===== src/rtl/arc4_crack.sv =====
// arc4_crack: brute-force ARC4 key search over a 24-bit key space against a printable-ASCII oracle.
// Latency: one candidate takes 256 (init) + 768 (ksa) + 1 (len) + 5*L (prga) + 1 (next) cycles.
// Backpressure: en is taken only while rdy=1; kv aborts any running search on the next edge.
//
// Ports:
//   clk        - single clock, rising edge
//   rst_n      - synchronous reset, active HIGH despite the name
//   en/rdy     - start request / idle-and-ready
//   key_start  - first candidate key, captured when en is accepted
//   key        - current candidate; the found key after a successful search
//   key_valid  - last search succeeded (meaningful while rdy=1)
//   ct_addr/ct_rddata - ciphertext ROM port, data valid one cycle after address
//   kv         - external abort (a peer found the key)
//   flagk      - one-cycle pulse on success
//
// Build option: define CRACK_STRIDE2_EN to step candidates by 2 instead of 1, so two
// instances started at even/odd keys split the key space between them.

module arc4_crack (
    input  logic        clk,
    input  logic        rst_n,
    input  logic        en,
    output logic        rdy,
    input  logic [23:0] key_start,
    output logic [23:0] key,
    output logic        key_valid,
    output logic [7:0]  ct_addr,
    input  logic [7:0]  ct_rddata,
    input  logic        kv,
    output logic        flagk
);

`ifdef CRACK_STRIDE2_EN
    localparam logic [24:0] KEY_STEP = 25'd2;
`else
    localparam logic [24:0] KEY_STEP = 25'd1;
`endif

    typedef enum logic [3:0] {
        S_IDLE,
        S_INIT,
        S_KSA_RI,
        S_KSA_RJ,
        S_KSA_SW,
        S_PRGA_LEN,
        S_PRGA_RI,
        S_PRGA_RJ,
        S_PRGA_SW,
        S_PRGA_RP,
        S_PRGA_CHK,
        S_NEXT
    } state_t;

    state_t      state_q, state_d;
    logic [7:0]  i_q, i_d;
    logic [7:0]  j_q, j_d;
    logic [1:0]  km_q, km_d;      // i mod 3, tracked incrementally during KSA
    logic [7:0]  si_q, si_d;      // S[i] captured before the swap
    logic [7:0]  sj_q, sj_d;      // S[j] captured before the swap
    logic [7:0]  len_q, len_d;
    logic [7:0]  k_q, k_d;        // ciphertext byte index 1..L
    logic [23:0] key_q, key_d;
    logic        key_valid_q, key_valid_d;
    logic        flagk_q, flagk_d;
    logic        rdy_q, rdy_d;
    logic [7:0]  ct_addr_q, ct_addr_d;

    // S array: one synchronous read port, two write ports so a swap lands in one cycle.
    logic [7:0]  s_q [256];
    logic [7:0]  s_rd_q;
    logic [7:0]  s_raddr;
    logic        s_we0, s_we1;
    logic [7:0]  s_wa0, s_wa1, s_wd0, s_wd1;

    logic [7:0]  kbyte;
    logic [7:0]  pt;
    logic [24:0] key_sum;
    logic [7:0]  j_ksa;
    logic [7:0]  j_prga;

    always_comb begin
        state_d     = state_q;
        i_d         = i_q;
        j_d         = j_q;
        km_d        = km_q;
        si_d        = si_q;
        sj_d        = sj_q;
        len_d       = len_q;
        k_d         = k_q;
        key_d       = key_q;
        key_valid_d = key_valid_q;
        flagk_d     = 1'b0;
        ct_addr_d   = ct_addr_q;

        s_raddr = i_q;
        s_we0   = 1'b0;
        s_wa0   = i_q;
        s_wd0   = i_q;
        s_we1   = 1'b0;
        s_wa1   = j_q;
        s_wd1   = si_q;

        case (km_q)
            2'd0:    kbyte = key_q[23:16];
            2'd1:    kbyte = key_q[15:8];
            default: kbyte = key_q[7:0];
        endcase

        pt      = ct_rddata ^ s_rd_q;
        key_sum = {1'b0, key_q} + KEY_STEP;
        j_ksa   = j_q + s_rd_q + kbyte;
        j_prga  = j_q + s_rd_q;

        case (state_q)
            S_IDLE: begin
                if (en) begin
                    key_d       = key_start;
                    key_valid_d = 1'b0;
                    i_d         = 8'd0;
                    j_d         = 8'd0;
                    state_d     = S_INIT;
                end
            end

            S_INIT: begin
                s_we0     = 1'b1;
                s_wa0     = i_q;
                s_wd0     = i_q;
                ct_addr_d = 8'd0;          // park on the length byte for PRGA
                i_d       = i_q + 8'd1;
                if (i_q == 8'hFF) begin
                    j_d     = 8'd0;
                    km_d    = 2'd0;
                    state_d = S_KSA_RI;
                end
            end

            S_KSA_RI: begin
                s_raddr = i_q;
                state_d = S_KSA_RJ;
            end

            S_KSA_RJ: begin
                si_d    = s_rd_q;
                j_d     = j_ksa;
                s_raddr = j_ksa;
                state_d = S_KSA_SW;
            end

            S_KSA_SW: begin
                s_we0 = 1'b1;
                s_wa0 = i_q;
                s_wd0 = s_rd_q;
                s_we1 = 1'b1;
                s_wa1 = j_q;
                s_wd1 = si_q;
                i_d   = i_q + 8'd1;
                km_d  = (km_q == 2'd2) ? 2'd0 : km_q + 2'd1;
                if (i_q == 8'hFF) begin
                    j_d     = 8'd0;
                    state_d = S_PRGA_LEN;
                end else begin
                    state_d = S_KSA_RI;
                end
            end

            S_PRGA_LEN: begin
                len_d = ct_rddata;
                k_d   = 8'd1;
                if (ct_rddata == 8'd0) begin
                    key_valid_d = 1'b1;
                    flagk_d     = 1'b1;
                    state_d     = S_IDLE;
                end else begin
                    state_d = S_PRGA_RI;
                end
            end

            S_PRGA_RI: begin
                i_d       = i_q + 8'd1;
                s_raddr   = i_q + 8'd1;
                ct_addr_d = k_q;
                state_d   = S_PRGA_RJ;
            end

            S_PRGA_RJ: begin
                si_d    = s_rd_q;
                j_d     = j_prga;
                s_raddr = j_prga;
                state_d = S_PRGA_SW;
            end

            S_PRGA_SW: begin
                sj_d    = s_rd_q;
                s_we0   = 1'b1;
                s_wa0   = i_q;
                s_wd0   = s_rd_q;
                s_we1   = 1'b1;
                s_wa1   = j_q;
                s_wd1   = si_q;
                state_d = S_PRGA_RP;
            end

            // Pad read is issued after the swap has landed, so no bypass is needed.
            S_PRGA_RP: begin
                s_raddr = si_q + sj_q;
                state_d = S_PRGA_CHK;
            end

            S_PRGA_CHK: begin
                if (pt < 8'h20 || pt > 8'h7E) begin
                    state_d = S_NEXT;
                end else if (k_q == len_q) begin
                    key_valid_d = 1'b1;
                    flagk_d     = 1'b1;
                    state_d     = S_IDLE;
                end else begin
                    k_d     = k_q + 8'd1;
                    state_d = S_PRGA_RI;
                end
            end

            S_NEXT: begin
                if (key_sum[24]) begin
                    key_valid_d = 1'b0;   // key space exhausted, key keeps last candidate
                    state_d     = S_IDLE;
                end else begin
                    key_d   = key_sum[23:0];
                    i_d     = 8'd0;
                    j_d     = 8'd0;
                    state_d = S_INIT;
                end
            end

            default: state_d = S_IDLE;
        endcase

        // A peer's find overrides everything, including our own success this cycle.
        if (kv && state_q != S_IDLE) begin
            state_d     = S_IDLE;
            key_valid_d = 1'b0;
            flagk_d     = 1'b0;
        end

        rdy_d = (state_d == S_IDLE);
    end

    always_ff @(posedge clk) begin
        if (rst_n) begin
            state_q     <= S_IDLE;
            i_q         <= 8'd0;
            j_q         <= 8'd0;
            km_q        <= 2'd0;
            si_q        <= 8'd0;
            sj_q        <= 8'd0;
            len_q       <= 8'd0;
            k_q         <= 8'd0;
            key_q       <= 24'h000000;
            key_valid_q <= 1'b0;
            flagk_q     <= 1'b0;
            rdy_q       <= 1'b1;
            ct_addr_q   <= 8'd0;
        end else begin
            state_q     <= state_d;
            i_q         <= i_d;
            j_q         <= j_d;
            km_q        <= km_d;
            si_q        <= si_d;
            sj_q        <= sj_d;
            len_q       <= len_d;
            k_q         <= k_d;
            key_q       <= key_d;
            key_valid_q <= key_valid_d;
            flagk_q     <= flagk_d;
            rdy_q       <= rdy_d;
            ct_addr_q   <= ct_addr_d;
        end
    end

    always_ff @(posedge clk) begin
        if (s_we0) s_q[s_wa0] <= s_wd0;
        if (s_we1) s_q[s_wa1] <= s_wd1;
        s_rd_q <= s_q[s_raddr];
    end

    assign rdy       = rdy_q;
    assign key       = key_q;
    assign key_valid = key_valid_q;
    assign flagk     = flagk_q;
    assign ct_addr   = ct_addr_q;

endmodule


===== config.mk =====
export PLATFORM = sky130hd
export DESIGN_NAME = arc4_crack
export DESIGN_NICKNAME = d
export VERILOG_FILES = /design/src/rtl/arc4_crack.sv
export SDC_FILE = /design/constraint.sdc
export NUM_CORES = 2
export LEC_CHECK = 0
export CORE_AREA = 8 8 426 844
export DETAILED_ROUTE_END_ITERATION = 6
export DIE_AREA = 0 0 434 852
export PLACE_DENSITY_LB_ADDON = 0.3
export SLEW_MARGIN = 10
export SYNTH_ARGS = -nofsm -noshare
export SYNTH_HDL_FRONTEND = slang
export SYNTH_SLANG_ARGS = --single-unit

===== constraint.sdc =====
create_clock -name clk -period 5.47 [get_ports clk]
set_input_delay 1.094 -clock clk [delete_from_list [all_inputs] [get_ports clk]]
set_output_delay 1.094 -clock clk [all_outputs]
set_load 0.05 [all_outputs]

==> qor.yml <==
grt_antenna_before_repair: 37
syn_inst: 12209
final_area_um2: 127000
rr_startpoint: "km_q[0]"
yosys-top-cells-area: "edfxtp_1, a21oi_1, nor2_1"
clk_path_buf_depth: 4
status: "complete, but fails checks"
cap_violations: 0
fmax_mhz: 183
hold_buffers: 0
grt_max_degree: 140
vias: 96521
timing.rr.end: "s_rd_q[5]"
leakage_nw: 50.7
cp-end-kind: "flip-flop"
cts_made_buffers: 189
synth_top_cell_area_share_pct: 55.5
ff2ff_path_depth: 20
rows: 307
fp.dieW_um: 434
wl_per_cell_um: 28.6
worst_ep_arrival_time_ps: 6350
ff2ff_setup_slack_ps: -2
ioPinCount: 71
hpwl_um: 305000
synth_seq_area_share_pct: 57.3
place_congestion: 1.01
hold_start: "sj_q[6]"
syn_avg_cell_area_um2: 9.07
first_pass_iters: 6
nets: 12149
slew_headroom_pct: 9.46
violations: "setup timing"
clk_latency_ps: 930
total_power_mw: 33.8
setup_viol: 1
grt_first_pass_wirelength_um: 665000
min_path_cells: 2
synth_seq_cells: 2145
cts.sinks: 2145
syn_nets: 12275
hold_path.class: "flip-flop to flip-flop"
globalRouteOverflowTotal: 0
cp-start-kind: "flip-flop"
cts-root-buf: "clkbuf_16"
dieArea_um2: 370000
syn_area_um2: 111000
routed_wl_um: 484000
cp_max_fo: 23
drc: 0
mostFrequentLayoutCells: "a21oi_1, nor2_1, edfxtp_1, nand2_1, buf_4"
whs_ps: 465
cts_tree: "built"
die_y_um: 852
drive_above_1_share_pct: 10.5
async_reset_ff_share_pct: 0
grt_pass1_vias: 90511
tightest_slew_ps: 1360
fin_ws_ps: -2.26
synth_edf_count: 2048
mostFrequentLayoutCell: "a21oi_1"
whs_endpoint: "sj_q[6]"
ctsHtreeMaxLevel: 4
post-route-min-period_ps: 5470
final_core_util_pct: 36.4
clock_skew_ps: 65.0
finalHoldViolCount: 0
placed_area_um2: 120000
area_growth_pct: 14.5
yosys.area.top_type: "edfxtp_1"
vias_per_cell: 5.71
fin_crit_sh_pct: 100
path_class: "flip-flop to flip-flop"
p_per_area_nw_per_um2: 266
grtUsageTotal_pct: 24.6
clkTransAtPathRegs_ps: 70
start_util_pct: 31.8
ant_nets: 0
core_area_um2: 349000
ys_warn_count: 0
ys_types: 81
max-vdd-ir-drop_uv: 267
ys.flop_type: "edfxtp_1"
worstPathRequired_ps: 6350
drtIter0Drc: 11968
maxSlewViolCount: 0
port_buffers: 70
==> report_power, final <==
part | total (mW) | switching (mW) | internal, mW
clock network | 13.7 | 6.58 | 7.09
logic | 2.31 | 1.56 | 0.746
registers | 17.8 | 0.0516 | 17.8
==> layout make-up <==
| class | count | area (um2) |
|---|---|---|
| diodes | 38 | 95.1 |
| clock buffers | 237 | 5030 |
| clock inverters | 95 | 798 |
| fillers | 35253 | 222000 |
| inverters | 11 | 41.3 |
| multi-input cells | 8793 | 42600 |
| flip-flops and latches | 2145 | 63500 |
| well taps | 4635 | 5800 |
| repair buffers | 943 | 9050 |
==> worst max path at each step <==
stage | depth (start not counted) | startpoint | end | slack [ps]
after global placement | 19 | key[8] | s_rd_q[0] | -570
after CTS | 20 | j_q[0] | s_rd_q[7] | 8
after detailed placement | 19 | key[8] | s_rd_q[0] | -580
after floorplan | 17 | km_q[0] | s_rd_q[2] | 1520
final | 20 | km_q[0] | s_rd_q[5] | -2
after global routing | 20 | km_q[0] | s_rd_q[6] | -10
==> layer usage <==
layer	track usage, %	vias to the layer above	share of wire (%)
li1	-	42905	-
met1	25.3	46405	32
met2	42.8	5512	49
met3	3.93	1667	7.8
met4	22.0	32	11
met5	0	-	0.043
==> cells by family after synthesis <==
kind of cell / count (synthesis) / synth area share (%)
muxes: 115 / 1.05
and+or+nand+nor: 5334 / 19.8
DFF: 2145 / 57.3
buffers and inverters: 1272 / 4.89
xor gates and xnor gates: 38 / 0.300
adders and majority gates: 30 / 0.359
AOI/OAI and AO/OA: 3275 / 16.4
==> what timing repair did <==
action / 4_1_cts / 5_1_grt
gates resized for setup: 13 / 72
endpoints found under the setup margin: 8 / 8
gates cloned: 0 / 15
pin swaps: 2 / 15
buffers inserted: 0 / 25
==> cell usage after synthesis, drive strengths merged (5+ instances only) <==
master	instances
a21oi	2387
nor2	2213
nand2	2051
edfxtp	2048
clkbuf	824
nand3	683
buf	437
o21ai	347
and3	168
a31oi	108
mux2i	104
a311oi	100
dfxtp	97
nor3	89
a221oi	49
a32oi	47
o211ai	35
nand4	34
a221o	31
a311o	28
ha	27
a22oi	24
nand2b	24
o22ai	23
a211oi	21
xnor2	20
xor2	18
nor4	17
a32o	14
nor2b	13
a22o	11
inv	11
mux2	11
nand4bb	10
o31ai	9
o21bai	7
a21o	6
and2	5
nor3b	5
==> registers in the layout (all words and copies together), names as in the netlist <==
signal,cells
j_q,8
state_q,4
key_valid,1
km_q,2
len_q,8
ct_addr,8
flagk,1
s_wd1,8
k_q,8
s_q,2048
sj_q,8
key,24
s_rd_q,8
rdy,1
i_q,8
==> critical path: stages, from the launching register on <==
cell and delay [ps]:
dfxtp_2 330, mux2i_2 150, o21ai_2 290, buf_4 170, ha_2 250, mux2_2 290, nand2_1 240, a31o_4 350
buf_12 190, buf_4 140, buf_4 180, buf_4 300, nand2_1 100, and3_1 200, a311oi_1 240, nor3_1 100
buf_4 150, a31oi_1 280, nand4_1 750, nand4_1 500, mux2_4 210
==> metrics by stage <==
step	setup TNS [ps]	cells	setup slack, ps
floorplan	0	12209	1520
global placement	-2200	16485	-567
detailed placement	-2390	16487	-584
CTS	0	16819	7.73
global route	-14.5	16869	-14.5
finish	-2.26	16897	-2.26
Power figures use the tool's default switching activity.
